--- config.mk ---
export PLATFORM = sky130hd
export DESIGN_NAME = mem_access_unit
export DESIGN_NICKNAME = d
export VERILOG_FILES = /design/src/rtl/mem_access_unit.sv
export SDC_FILE = /design/constraint.sdc
export NUM_CORES = 1
export LEC_CHECK = 0
export ABC_AREA = 0
export CAP_MARGIN = 30
export CORE_UTILIZATION = 30
export DETAILED_ROUTE_END_ITERATION = 12
export SETUP_SLACK_MARGIN = 0.15
export SKIP_CTS_REPAIR_TIMING = 1
export SKIP_LAST_GASP = 1
export SLEW_MARGIN = 15
export SYNTH_ARGS = -nofsm -noshare
export SYNTH_HDL_FRONTEND = slang
export SYNTH_SLANG_ARGS = --single-unit
--- constraint.sdc ---
create_clock -name clk -period 1.7 [get_ports clk]
set_input_delay 0.17 -clock clk [delete_from_list [all_inputs] [get_ports clk]]
set_output_delay 0.17 -clock clk [all_outputs]
set_load 0.01 [all_outputs]
--- src/rtl/mem_access_unit.sv ---
// Requester-side controller for the Redux-V data_memory: takes one load/store
// at a time from the core, sequences the memory pins and returns data or an ack.
module mem_access_unit #(
  parameter int unsigned ADDR_W = 8,
  parameter int unsigned DATA_W = 8,
  parameter int unsigned RD_LAT = 1,
  parameter int unsigned CNT_W  = 16
) (
  input  logic              clk,
  input  logic              rst_n,
  input  logic              req_valid,
  output logic              req_ready,
  input  logic              req_we,
  input  logic [ADDR_W-1:0] req_addr,
  input  logic [DATA_W-1:0] req_wdata,
  output logic              resp_valid,
  input  logic              resp_ready,
  output logic              resp_is_store,
  output logic [DATA_W-1:0] resp_rdata,
  output logic              mem_write_enable,
  output logic [ADDR_W-1:0] mem_address,
  output logic [DATA_W-1:0] mem_data_in,
  input  logic [DATA_W-1:0] mem_data_out,
  output logic [CNT_W-1:0]  load_count,
  output logic [CNT_W-1:0]  store_count
);

  localparam int unsigned LAT_W = 3;

  if (RD_LAT < 1 || RD_LAT > 4) begin : g_bad_rd_lat
    $error("mem_access_unit: RD_LAT must be in 1..4");
  end

  // Handshakes: a transfer happens on a rising edge where valid and ready are
  // both 1. The unit keeps resp_valid/resp_is_store/resp_rdata stable until
  // that edge; req_ready is high only in IDLE, so at most one request is open.
  typedef enum logic [1:0] {
    IDLE  = 2'd0,
    WRITE = 2'd1,
    READ  = 2'd2,
    RESP  = 2'd3
  } state_e;

  // state_q is the FSM observation point for bound checkers.
  state_e              state_q, state_d;
  logic                op_q, op_d;
  logic [LAT_W-1:0]    lat_q, lat_d;
  logic                we_q, we_d;
  logic [ADDR_W-1:0]   addr_q, addr_d;
  logic [DATA_W-1:0]   wdata_q, wdata_d;
  logic                rv_q, rv_d;
  logic                is_store_q, is_store_d;
  logic [DATA_W-1:0]   rdata_q, rdata_d;
  logic [CNT_W-1:0]    lc_q, lc_d;
  logic [CNT_W-1:0]    sc_q, sc_d;

  always_ff @(posedge clk or negedge rst_n) begin
    if (!rst_n) begin
      state_q    <= IDLE;
      op_q       <= 1'b0;
      lat_q      <= '0;
      we_q       <= 1'b0;
      addr_q     <= '0;
      wdata_q    <= '0;
      rv_q       <= 1'b0;
      is_store_q <= 1'b0;
      rdata_q    <= '0;
      lc_q       <= '0;
      sc_q       <= '0;
    end else begin
      state_q    <= state_d;
      op_q       <= op_d;
      lat_q      <= lat_d;
      we_q       <= we_d;
      addr_q     <= addr_d;
      wdata_q    <= wdata_d;
      rv_q       <= rv_d;
      is_store_q <= is_store_d;
      rdata_q    <= rdata_d;
      lc_q       <= lc_d;
      sc_q       <= sc_d;
    end
  end

  always_comb begin
    state_d    = state_q;
    op_d       = op_q;
    lat_d      = lat_q;
    we_d       = 1'b0;
    addr_d     = addr_q;
    wdata_d    = wdata_q;
    rv_d       = rv_q;
    is_store_d = is_store_q;
    rdata_d    = rdata_q;
    lc_d       = lc_q;
    sc_d       = sc_q;
    case (state_q)
      IDLE: begin
        if (req_valid) begin
          addr_d  = req_addr;
          wdata_d = req_wdata;
          op_d    = req_we;
          if (req_we) begin
            // Registered write strobe, so it is high for exactly the WRITE cycle.
            state_d = WRITE;
            we_d    = 1'b1;
          end else begin
            state_d = READ;
            lat_d   = LAT_W'(RD_LAT);
          end
        end
      end
      WRITE: begin
        state_d    = RESP;
        rv_d       = 1'b1;
        is_store_d = op_q;
        rdata_d    = '0;
        sc_d       = sc_q + CNT_W'(1);
      end
      READ: begin
        lat_d = lat_q - LAT_W'(1);
        if (lat_q == LAT_W'(1)) begin
          state_d    = RESP;
          rv_d       = 1'b1;
          is_store_d = op_q;
          rdata_d    = mem_data_out;
          lc_d       = lc_q + CNT_W'(1);
        end
      end
      RESP: begin
        if (resp_ready) begin
          rv_d    = 1'b0;
          state_d = IDLE;
        end
      end
      default: state_d = IDLE;
    endcase
  end

  // Gated by rst_n so the core sees no acceptance while reset is held.
  assign req_ready        = (state_q == IDLE) && rst_n;
  assign resp_valid       = rv_q;
  assign resp_is_store    = is_store_q;
  assign resp_rdata       = rdata_q;
  assign mem_write_enable = we_q;
  assign mem_address      = addr_q;
  assign mem_data_in      = wdata_q;
  assign load_count       = lc_q;
  assign store_count      = sc_q;

`ifndef SYNTHESIS
  a_we_only_in_write: assert property (@(posedge clk) disable iff (!rst_n)
    we_q |-> (state_q == WRITE));
  a_rv_only_in_resp: assert property (@(posedge clk) disable iff (!rst_n)
    rv_q |-> (state_q == RESP));
`endif

endmodule

; ---- Word level (Yosys, flattened, before mapping)
; Index checks and enable logic that the tools add are counted.
[totals]
ram_bits = 0
in_bits = 29
romBits = 0
latchBits = 0
wordCells = 51
ff_bits = 65
n_memories = 0
[op_classes]
eq_ne = 8
add_sub_neg = 3
shift = 0
n_mul = 0
n_reduce_logical = 11
mux = 18
n_bitwise = 0
magnitude_cmp = 0
div_mod_pow = 0
[op_table]
columns = operator, count
row1 = $add A16 B1 Y16 const B, 2
row2 = $pmux W8 S2, 1
row3 = $reduce_and A3 Y1, 3
row4 = $mux W2, 4
row5 = $mux W8, 1
row6 = $ne A2 B2 Y1 const B, 4
row7 = $pmux W2 S4, 1
row8 = $mux W1, 6
row9 = $mux W3, 2
row10 = $pmux W3 S2, 1
row11 = $reduce_and A2 Y1, 3
row12 = $eq A2 B2 Y1 const B, 2
row13 = $reduce_bool A2 Y1, 2
row14 = $eq A3 B1 Y1 const B, 1
row15 = $pmux W1 S3, 1
row16 = $reduce_bool A3 Y1, 1
row17 = $sub A3 B1 Y3 const B, 1
row18 = $eq A2 B1 Y1 const B, 1
row19 = $logic_not A2 Y1, 1
row20 = $pmux W1 S2, 1
row21 = $logic_and A1 B1 Y1, 1

; ---- Logic depth before layout (Yosys ltp)
; Gate-level depths: netlist of run 1.
[depth]
depth_word = 3
depth_mapped = 8
ltp_nobuf = 6

; ---- Worst setup path before layout of run 1
; No wires, ideal clock.
[synth_path]
path_type = register to register
start = register state_q[0]
end = register lc_q[7] (netlist: load_count[7])
period_less_slack_ns = 1.696
stages_incl_launch_ff = 9
setup_ns = 0.127
path_slack_ns = 0.004
arrival_ns = 1.570
required_time_ns = 1.573
cell_sequence = dfrtp_1 -> inv_1 -> ha_1 -> buf_6 -> and4b_1 -> and4_1 -> buf_4 -> and4_4 -> xor2_2
[synth_between]
elab_chain_cells = 2
[synth_lines]
columns = element, line_no
row1 = start: declaration, 45  ; state_e state_q, state_d;
row2 = start signal: assignment, 71  ; state_q <= state_d;
row3 = $eq A2 B2 Y1, 97  ; case (state_q)
row4 = $reduce_and A2 Y1 (no source line), n/a
row5 = end signal: assignment, 80  ; lc_q <= lc_d;
row6 = end: declaration, 54  ; logic [CNT_W-1:0] lc_q, lc_d;
; No other way between the ends.
; A chain may end at the register's enable or synchronous reset.

; ---- Final worst setup path of run 1
[layout_path]
start = register state_q[1]
end = register lc_q[7] (netlist: load_count[7])
; The elaborated chain is that of the path after synthesis.

==> impl_summary.txt, run 1 <==
----------------------------------------------------
[Power]
  Leakage power ... 1.81 nW
  Sequential power share ... a little over a third
  Part of the power in the clock network ... about a fifth
  Total power per unit cell area ... between 1500 and 2000 nW/µm²
  Switching share of total power ... 34.4%
  Internal power component ... 0.00433 W
  Worst voltage drop across the vdd grid ... about 0.0009 V
  Sum of internal, switching and leakage power ... about 0.0066 W
  Switching pwr ... 0.00227 W
  Combinational Power Share ... a little over two fifths

[STA]
  Part of the cycle the worst path needs ... between 90% and 100%
  Transition time of the tightest slew-check pin ... roughly 830 ps
  Finish-stage setup viols ... 0
  Normalized max-slew margin ... ~45%
  Final total negative setup slack ... 0 ps
  Min Clock Period, post-route ... 1580 ps
  Worst setup skew after layout ... between 10 and 15 ps
  Unrepaired setup endpoints after global routing ... yes
  Upper clock frequency limit ... roughly 630 MHz
  Number of hold violations in the final report ... 0
  Number of max-slew violations in the final report ... 0

[CTS]
  Master cell of the clock root buffer ... sky130_fd_sc_hd__clkbuf_8
  Clock sink count ... between 60 and 70
  CTS tree ... built
  Worst skew pair latency ... around 340 ps
  Number of buffers added by the clock tree synthesis step ... 9
  Clock buffer depth ... 2
  Reg clk slew, reported paths ... 80 ps
  Htree depth ... 3

[Logic synthesis]
  Most instantiated flip-flop cell in the synthesis netlist ... sky130_fd_sc_hd__dfrtp_1
  Post-synthesis async set-or-reset flop share ... 100%
  Distinct cell type count after synthesis ... 33
  Netlist area before placement ... around 2800 µm²
  FF+latch count, synth ... 65
  Post-Syn Area per Cell ... about 12 µm²
  Synth warn ... 0
  Sequential element share of the synthesized area ... a little under three fifths
  Syn Inst Count ... 236
  Post-synth net total ... approximately 270
  Number of flops mapped to enable cells by yosys ... 0

[Floorplan]
  Initial core utilization ... between 30% and 40%
  Top Ports ... approximately 90
  Die Area ... 9890 µm²
  Cell row count ... 35
  Horizontal die dimension ... 99.5 µm
  Placeable Area ... around 9200 µm²
  Die height ... roughly 99 µm

[Run status]
  Run status ... complete, no violations

[Finish]
  Most frequent cells in the layout ... sky130_fd_sc_hd__clkdlybuf4s50_1, sky130_fd_sc_hd__dfrtp_1, sky130_fd_sc_hd__xnor2_1, sky130_fd_sc_hd__mux2_2, sky130_fd_sc_hd__buf_4
  Count of placed standard cells in the final layout, fillers left out ... about 480
  Post-route core utilization ... roughly 46%
  Layout Area Growth over Synthesis ... 48.7%
  Design area ... around 4200 µm²
  Fraction of final layout cells sized beyond drive strength 1 ... a little over a fifth
  Most common cell after layout, fill and taps aside ... sky130_fd_sc_hd__clkdlybuf4s50_1
  Number of inserted diodes ... 0
  Nets ... about 380

[Drt]
  DR vias/cell ... roughly 4.5
  Post-route DRC ... 0
  Routed WL per cell ... 13.0 µm
  Total iterations of the first detailed-routing run ... 4
  Via count of the routed design ... ~2200
  Violation count after the first detailed-routing iteration ... 58
  Total wire length ... slightly above 6000 µm
  Residual antenna-violating net count after detailed routing ... 0

[Global routing]
  Via count of the first global-routing pass ... 2219
  Congestion Overflow GR ... 0
  Initial antenna violation count ... 0
  First-pass GRT wire length ... 10300 µm
  Total global routing track utilization ... 13.5%
  Pin count of the biggest net entering global routing ... between 60 and 70

[Placed design]
  Placed Cells ... roughly 450
  Post-DP Area ... just under 4000 µm²
  Placer congestion estimate ... 0.789
  PortBufs ... 88
  Estimated wirelength of the detail-placed design ... 4330 µm

[Setup path]
  CP max FO ... 6
  Critical Path Start Type ... flop
  Required arrival time at the worst endpoint ... between 1500 and 2000 ps
  Critical path arrival ... 1860 ps
  CP Capture Type ... flop
  Kind of critical path ... reg -> reg

[Min path]
  Type of the most critical hold path ... in -> async

[Flow run]
  Number of max-cap violations ... 0

----------------------------------------------------
==> cell type report <==
| type | count | area [µm²] |
|---|---|---|
| timing repair buffer | 105 | 1020 |
| clock buffer | 9 | 124 |
| fill | 891 | 5000 |
| tap | 129 | 161 |
| sequential | 65 | 1630 |
| inverter | 13 | 48.8 |
| multi-input combinational | 150 | 1180 |
| clock inverter | 7 | 71.3 |
==> logic make-up after synthesis <==
logic type,Yosys count,share of synthesized area [%]
compound gates,32,8.08
xor+xnor,30,9.49
fa+ha+maj,8,3.51
buf+inv,21,3.29
flops,65,57.1
mux,19,7.51
simple gates,61,11.0
==> final timing paths <==
kind	start	slack [ps]	endpoint	cells past startpoint
max	state_q[1]$_DFFE_PN0P_	120	load_count[7]$_DFFE_PN0P_	6
min	rst_n	20	store_count[5]$_DFFE_PN0N_	2
max reg2reg	state_q[1]$_DFFE_PN0P_	120	load_count[7]$_DFFE_PN0P_	6
min reg2reg	store_count[15]$_DFFE_PN0N_	480	store_count[15]$_DFFE_PN0N_	1
max in group asynchronous	rst_n	1060	store_count[3]$_DFFE_PN0N_	2
min in group clk	req_addr[6]	440	mem_address[6]$_DFFE_PN0P_	2
==> cell usage after synthesis (3+ instances only) <==
cell                        number  area, µm²
sky130_fd_sc_hd__nor3_1          5       25.0
sky130_fd_sc_hd__mux2_2         19        214
sky130_fd_sc_hd__dfrtp_1        65       1630
sky130_fd_sc_hd__xnor2_1        25        219
sky130_fd_sc_hd__o21ai_0         5       25.0
sky130_fd_sc_hd__xor2_1          4       35.0
sky130_fd_sc_hd__nand4_1         7       43.8
sky130_fd_sc_hd__o2bb2ai_1       9       78.8
sky130_fd_sc_hd__ha_1            8        100
sky130_fd_sc_hd__nand3_1        14       70.1
sky130_fd_sc_hd__nor2_1          7       26.3
sky130_fd_sc_hd__a22oi_1         9       67.6
sky130_fd_sc_hd__inv_1          13       48.8
sky130_fd_sc_hd__clkbuf_1        3       11.3
sky130_fd_sc_hd__nand2_1        15       56.3
sky130_fd_sc_hd__and3_1          3       18.8
sky130_fd_sc_hd__a21oi_1         5       25.0
==> state kept, by name, summed over array words and instances, names as in the netlist <==
signal and flops:
load_count 16, store_count 16, mem_address 8, mem_data_in 8, resp_rdata 8, lat_q 3
state_q 2, mem_write_enable 1, op_q 1, resp_is_store 1, resp_valid 1
==> routing by layer <==
layer / GRT usage [%] / part of all wire (%)
met1: 16.4 / 44
met2: 21.6 / 48
met3: 4.78 / 6.3
met4: 6.00 / 1.6
met5: 0 / 0
==> metrics by stage <==
step                setup slack, ps  hold slack [ps]
global placement               59.6              456
global route                   53.3              126
detailed placement            -7.97              456
finish                          119             16.8
CTS                            -248             78.1
floorplan                      68.2             -126
==> critical path, stage by stage (launching register included) <==
cell and delay, ps:
sky130_fd_sc_hd__dfrtp_1 380, sky130_fd_sc_hd__buf_4 150, sky130_fd_sc_hd__ha_4 130, sky130_fd_sc_hd__and4b_1 230
sky130_fd_sc_hd__and4_4 280, sky130_fd_sc_hd__and4_4 240, sky130_fd_sc_hd__xor2_2 120
==> power by group through the flow <==
stage	registers, W	logic, W	clock network, W
5_1_grt	0.00248	0.00316	0.00143
2_1_floorplan	0.00259	0.00128	0
3_3_place_gp	0.00243	0.00275	0
6_report	0.00241	0.00289	0.00130
4_1_cts	0.00243	0.00282	0.00135
3_5_place_dp	0.00245	0.00281	0
(Power assumes the default switching activity.)
==> inputs of run 2 (changes only) <==
--- a/config.mk
+++ b/config.mk
@@ -7,8 +7,9 @@
 export LEC_CHECK = 0
 export ABC_AREA = 0
 export CAP_MARGIN = 30
-export CORE_UTILIZATION = 30
+export CORE_UTILIZATION = 42
 export DETAILED_ROUTE_END_ITERATION = 12
+export PLACE_DENSITY = 0.76
 export SETUP_SLACK_MARGIN = 0.15
 export SKIP_CTS_REPAIR_TIMING = 1
 export SKIP_LAST_GASP = 1
==> run 2 against run 1 <==
Compared with the run above: die area fell by 28%; combinational power rose by 3%; clock skew rose by 0.93 ps; global-route usage rose by 4.1 points; sequential power rose by 2%; clock power rose by 10%; critical path type unchanged; highest routed layer unchanged; critical path depth did not move; the flow now finishes with violations (design-rule violations); cell area fell by 0.77%.
==> impl_summary.txt, run 2 (same netlist as run 1, synthesis figures left out) <==
----------------------------------------------------
[Global routing]
  Initial antenna violation count ... 0
  Via count of the first global-routing pass ... 2184
  First-pass GRT wire length ... 9830 µm
  Total global routing track utilization ... between 10% and 20%
  Congestion Overflow GR ... 0
  Pin count of the biggest net entering global routing ... 66

[Finish]
  Number of fill cells in the layout ... 505
  Layout Area Growth over Synthesis ... 47.6%
  Fraction of final layout cells sized beyond drive strength 1 ... about 20%
  Nets ... between 300 and 400
  Most frequent cells in the layout ... sky130_fd_sc_hd__clkdlybuf4s50_1, sky130_fd_sc_hd__dfrtp_1, sky130_fd_sc_hd__xnor2_1, sky130_fd_sc_hd__mux2_2, sky130_fd_sc_hd__nand2_1
  Most common cell after layout, fill and taps aside ... sky130_fd_sc_hd__clkdlybuf4s50_1
  Count of placed standard cells in the final layout, fillers left out ... about 420
  Number of inserted diodes ... 0
  Design area ... 4200 µm²

[Floorplan]
  Placeable Area ... around 6500 µm²
  Die height ... around 84 µm
  Initial core utilization ... 44.1%
  Top Ports ... around 90
  Horizontal die dimension ... ~84 µm
  Cell row count ... 29
  Die Area ... between 7000 and 8000 µm²

[Placed design]
  Post-DP Area ... 3870 µm²
  Placed Cells ... ~400
  DP Worst Slack ... -44.7 ps
  Placer congestion estimate ... around 0.77
  PortBufs ... 88
  Estimated wirelength of the detail-placed design ... roughly 4100 µm

[CTS]
  Worst skew pair latency ... roughly 330 ps
  Clock buffer depth ... 2
  CTS tree ... built
  Clock sink count ... 65
  Number of buffers added by the clock tree synthesis step ... 9
  Master cell of the clock root buffer ... sky130_fd_sc_hd__clkbuf_8
  Reg clk slew, reported paths ... 80 ps
  Htree depth ... 3

[Drt]
  DR vias/cell ... between 5 and 6
  Via count of the routed design ... roughly 2100
  Routed WL per cell ... ~14 µm
  Violation count after the first detailed-routing iteration ... 109
  Residual antenna-violating net count after detailed routing ... 0
  Post-route DRC ... 5
  Total wire length ... between 5000 and 6000 µm
  Total iterations of the first detailed-routing run ... 10

[STA]
  Upper clock frequency limit ... approximately 640 MHz
  Number of max-slew violations in the final report ... 0
  Normalized max-slew margin ... 46.4%
  Final total negative setup slack ... 0 ps
  Part of the cycle the worst path needs ... approximately nine tenths
  Worst setup skew after layout ... between 10 and 15 ps
  Min Clock Period, post-route ... about 1600 ps
  Unrepaired setup endpoints after global routing ... yes
  Worst Setup Slack, final ... 142 ps
  Transition time of the tightest slew-check pin ... between 800 and 900 ps
  Finish-stage setup viols ... 0
  Number of hold violations in the final report ... 0

[Setup path]
  Required arrival time at the worst endpoint ... a little under 2000 ps
  Kind of critical path ... reg -> reg
  CP Capture Type ... flop
  Source of the worst register-to-register timing path ... state_q[0]$_DFFE_PN0P_
  CP max FO ... 6
  Critical path launch point ... state_q[0]$_DFFE_PN0P_
  Critical Path Start Type ... flop
  Critical path arrival ... 1810 ps

[Run status]
  Violations in the final reports ... design-rule violations
  Run status ... finished with violations

[Power]
  Total power per unit cell area ... roughly 1600 nW/µm²
  Worst voltage drop across the vdd grid ... roughly 0.0012 V
  Sum of internal, switching and leakage power ... 0.00687 W
  Leakage power ... around 1.8 nW

[Flow run]
  Number of max-cap violations ... 0

[Min path]
  Type of the most critical hold path ... in -> async

----------------------------------------------------
-- run 2: cell count changes in the layout (fill, tap and decap cells not counted), sizes merged --
cell / before / now
dlymetal6s2s: 3 / 1
bufinv: 1 / 2
clkinv: 3 / 4
clkinvlp: 3 / 1
buf: 18 / 15
clkdlybuf4s50: 84 / 86
-- run 2: critical path: stages (launching register included) --
cell and delay, ps:
sky130_fd_sc_hd__dfrtp_1 400, sky130_fd_sc_hd__inv_2 90, sky130_fd_sc_hd__ha_4 130, sky130_fd_sc_hd__and4b_1 230, sky130_fd_sc_hd__and4_4 280, sky130_fd_sc_hd__and4_4 240
sky130_fd_sc_hd__xor2_2 120
-- run 2: path summary, 6_finish.rpt --
check	slack (ps)	endpoint	cells past startpoint
max reg2reg	140	load_count[7]$_DFFE_PN0P_	6
min	20	mem_write_enable$_DFF_PN0_	2
min in group clk	450	mem_data_in[0]$_DFFE_PN0P_	2
min reg2reg	470	store_count[15]$_DFFE_PN0N_	1
max	140	load_count[7]$_DFFE_PN0P_	6
max in group asynchronous	1090	state_q[1]$_DFFE_PN0P_	2
-- run 2: metal layers --
layer / GRT usage, % / share of wire [%] / vias to the layer above / wire length [µm]
met4: 7.55 / 1.2 / 0 / 73
li1: - / - / 1031 / -
met1: 20.8 / 43 / 1028 / 2590
met3: 6.78 / 8.4 / 6 / 501
met2: 28.7 / 47 / 77 / 2800
met5: 0 / 0 / - / 0
-- run 2: metrics by stage --
stage               hold WS [ps]  util, %
global placement             422     59.9
finish                      15.8     65.1
detailed placement           423     59.9
global route                 113     65.1
CTS                         55.4     63.3
floorplan                   -126        -
-- run 2: cell type report --
| class | count | area, µm² | share of cell area [%] |
|---|---|---|---|
| flip-flops and latches | 65 | 1630 | 38.8 |
| multi-input cells | 150 | 1210 | 28.8 |
| repair buffers | 102 | 996 | 23.7 |
| inverters | 13 | 48.8 | 1.16 |
| clock buffers | 9 | 124 | 2.95 |
| clock inverters | 7 | 95.1 | 2.26 |
| well taps | 77 | 96.3 | 2.29 |
-- run 2: power breakdown --
| part | internal [W] | total (W) | switching [W] |
|---|---|---|---|
| logic | 0.00167 | 0.00299 | 0.00132 |
| clock network | 0.000825 | 0.00143 | 0.000604 |
| registers | 0.00205 | 0.00245 | 0.000402 |
| total | 0.00454 | 0.00687 | 0.00233 |
==> inputs of run 3 (changes only) <==
--- a/config.mk
+++ b/config.mk
@@ -7,9 +7,10 @@
 export LEC_CHECK = 0
 export ABC_AREA = 0
 export CAP_MARGIN = 30
-export CORE_UTILIZATION = 42
+export CORE_UTILIZATION = 50
 export DETAILED_ROUTE_END_ITERATION = 12
-export PLACE_DENSITY = 0.76
+export DONT_BUFFER_PORTS = 1
+export PLACE_DENSITY = 0.68
 export SETUP_SLACK_MARGIN = 0.15
 export SKIP_CTS_REPAIR_TIMING = 1
 export SKIP_LAST_GASP = 1
==> run 3 against run 2 <==
Compared with the run above: the flow finishes with violations (negative hold slack); cell area shrank 18%; via count decreased by 11%; setup slack got worse by 31 ps; power fell by 15%; register-to-register slack got worse by 30 ps; largest power group is now registers; core utilization decreased by 2.2 points; highest routed layer unchanged; count of clock-buffer cells in the layout increased by 5.
==> impl_summary.txt, run 3 (same netlist as run 1, synthesis figures left out) <==
----------------------------------------------------
[STA]
  Final total negative setup slack ... 0 ps
  Unrepaired setup endpoints after global routing ... yes
  Transition time of the tightest slew-check pin ... about 310 ps
  Finish-stage setup viols ... 0
  Normalized max-slew margin ... 79.2%
  Minimum hold slack ... -473 ps
  Min Clock Period, post-route ... around 1600 ps
  Number of hold violations in the final report ... 65
  Upper clock frequency limit ... approximately 630 MHz
  Worst setup skew after layout ... 8.09 ps
  Number of max-slew violations in the final report ... 0
  Part of the cycle the worst path needs ... 93.5%

[Setup path]
  Critical path launch point ... state_q[0]$_DFFE_PN0P_
  Source of the worst register-to-register timing path ... state_q[0]$_DFFE_PN0P_
  Kind of critical path ... reg -> reg
  FF-to-FF setup slack ... approximately 110 ps
  Critical Path Start Type ... flop
  Endpoint of the worst-slack reg-to-reg timing path ... load_count[7]$_DFFE_PN0P_
  Required arrival time at the worst endpoint ... about 2000 ps
  Depth of the worst register-to-register path ... 6
  Max incr delay on CP ... around 420 ps
  Gate family responsible for the most delay along the worst path ... simple AND/OR/NAND/NOR gates
  Capture point of the worst path ... load_count[7]$_DFFE_PN0P_
  Cells along the critical path ... inv_2, ha_4, and4b_1, and4_4, and4_4, xor2_2
  Critical path arrival ... 1850 ps
  Total stage count of the critical path ... 6
  CP Capture Type ... flop
  Most prevalent standard cell on the critical path ... sky130_fd_sc_hd__and4_4
  CP max FO ... 6
  Total buffers and inverters traversed by the critical path ... 1
  Cell at the slowest stage of the critical path ... sky130_fd_sc_hd__dfrtp_1

[CTS]
  Clock buffer depth ... 2
  Reg clk slew, reported paths ... around 70 ps
  Worst skew pair latency ... between 300 and 400 ps
  CTS tree ... built
  Clock sink count ... 65
  Htree depth ... 3
  Number of buffers added by the clock tree synthesis step ... 9
  Master cell of the clock root buffer ... sky130_fd_sc_hd__clkbuf_8

[Floorplan]
  Cell row count ... 27
  Initial core utilization ... approximately half
  Placeable Area ... between 5000 and 6000 µm²
  Horizontal die dimension ... 77.5 µm
  Top Ports ... 89
  Die Area ... ~6000 µm²
  Die height ... between 70 and 80 µm

[Run status]
  Run status ... finished with violations
  Violations in the final reports ... negative hold slack

[Drt]
  Total iterations of the first detailed-routing run ... 4
  Violation count after the first detailed-routing iteration ... approximately 100
  DR vias/cell ... 5.48
  Post-route DRC ... 0
  Residual antenna-violating net count after detailed routing ... 0
  Total wire length ... between 5000 and 6000 µm
  Via count of the routed design ... 1896
  Routed WL per cell ... 15.3 µm

[Power]
  Worst voltage drop across the vdd grid ... roughly 0.0010 V
  Total power per unit cell area ... between 1500 and 2000 nW/µm²
  Sum of internal, switching and leakage power ... between 0.005 and 0.006 W
  Leakage power ... around 1.5 nW

[Global routing]
  First-pass GRT wire length ... around 8500 µm
  Pin count of the biggest net entering global routing ... 67
  Congestion Overflow GR ... 0
  Total global routing track utilization ... a little under a fifth
  Via count of the first global-routing pass ... between 1500 and 2000
  Initial antenna violation count ... 0

[Finish]
  Register cell area after layout ... 1630 µm²
  Design area ... 3460 µm²
  Number of inserted diodes ... 0
  Fraction of final layout cells sized beyond drive strength 1 ... 23.4%
  Number of fill cells in the layout ... roughly 460
  Most common cell after layout, fill and taps aside ... sky130_fd_sc_hd__dfrtp_1
  Most frequent cells in the layout ... sky130_fd_sc_hd__dfrtp_1, sky130_fd_sc_hd__xnor2_1, sky130_fd_sc_hd__mux2_2, sky130_fd_sc_hd__dlygate4sd3_1
  Nets ... between 300 and 400
  Post-route core utilization ... a little over three fifths
  Layout Area Growth over Synthesis ... 21.5%
  Area used by multi-input combinational logic ... ~1200 µm²

[Placed design]
  Placer congestion estimate ... 0.799
  PortBufs ... 0
  Post-DP Area ... between 2000 and 3000 µm²
  Estimated wirelength of the detail-placed design ... 3520 µm

[Min path]
  Type of the most critical hold path ... in -> async

[Flow run]
  Number of max-cap violations ... 0

----------------------------------------------------
run 3: cell count changes in the layout (fill, tap and decap cells not counted), moves of 3 or more:
cell                              previous run  this run
sky130_fd_sc_hd__clkbuf_8                    9        12
sky130_fd_sc_hd__clkdlybuf4s50_1            86         0
sky130_fd_sc_hd__dfrtp_2                     4         1
sky130_fd_sc_hd__dfrtp_1                    61        64
sky130_fd_sc_hd__dlygate4sd3_1               0        16
run 3: worst reg2reg max path, delay by kind of cell (launching register included):
family                   cells  cell delay, ps
AND/OR/NAND/NOR              3             740
flip-flops                   1             420
adder cells (fa/ha/maj)      1             130
XOR/XNOR                     1             130
buffers and inverters        1             100
run 3: per-stage QoR:
stage | setup slack (ps) | cells | hold WS, ps
after global placement | 49.6 | 310 | -124
final | 111 | 346 | -473
after detailed placement | 21.4 | 310 | -124
after floorplan | 68.2 | 236 | -126
after CTS | 1.96 | 326 | -493
after global routing | 6.08 | 346 | -499
run 3: cell type report:
| class | instances | area share (%) |
|---|---|---|
| sequential | 65 | 47.0 |
| timing repair buffer | 30 | 8.13 |
| clock buffer | 14 | 4.99 |
| tap | 72 | 2.60 |
| clock inverter | 2 | 1.01 |
| inverter | 13 | 1.41 |
| multi-input combinational | 150 | 34.8 |
run 3: how the worst min path moves through the flow:
stage               startpoint                           to  slack (ps)  depth (start not counted)
global route             rst_n  store_count[11]$_DFFE_PN0N_        -500                          0
global placement         rst_n   store_count[9]$_DFFE_PN0N_        -120                          0
CTS                      rst_n    load_count[7]$_DFFE_PN0P_        -490                          0
detailed placement       rst_n  store_count[11]$_DFFE_PN0N_        -120                          0
finish                   rst_n   store_count[3]$_DFFE_PN0N_        -470                          0
floorplan                rst_n         lat_q[0]$_DFFE_PN0P_        -130                          0
run 3: power by group:
part / internal (W) / switching [W]
logic: 0.000933 / 0.000886
registers: 0.00204 / 0.000625
clock network: 0.000797 / 0.000557
run 3: metal layers:
layer / up-vias / routed length, µm / global-route usage, %
met2: 73 / 2440 / 28.1
li1: 888 / - / -
met4: 0 / 115 / 9.62
met1: 922 / 2350 / 22.6
met3: 13 / 370 / 7.06
met5: - / 0 / 0
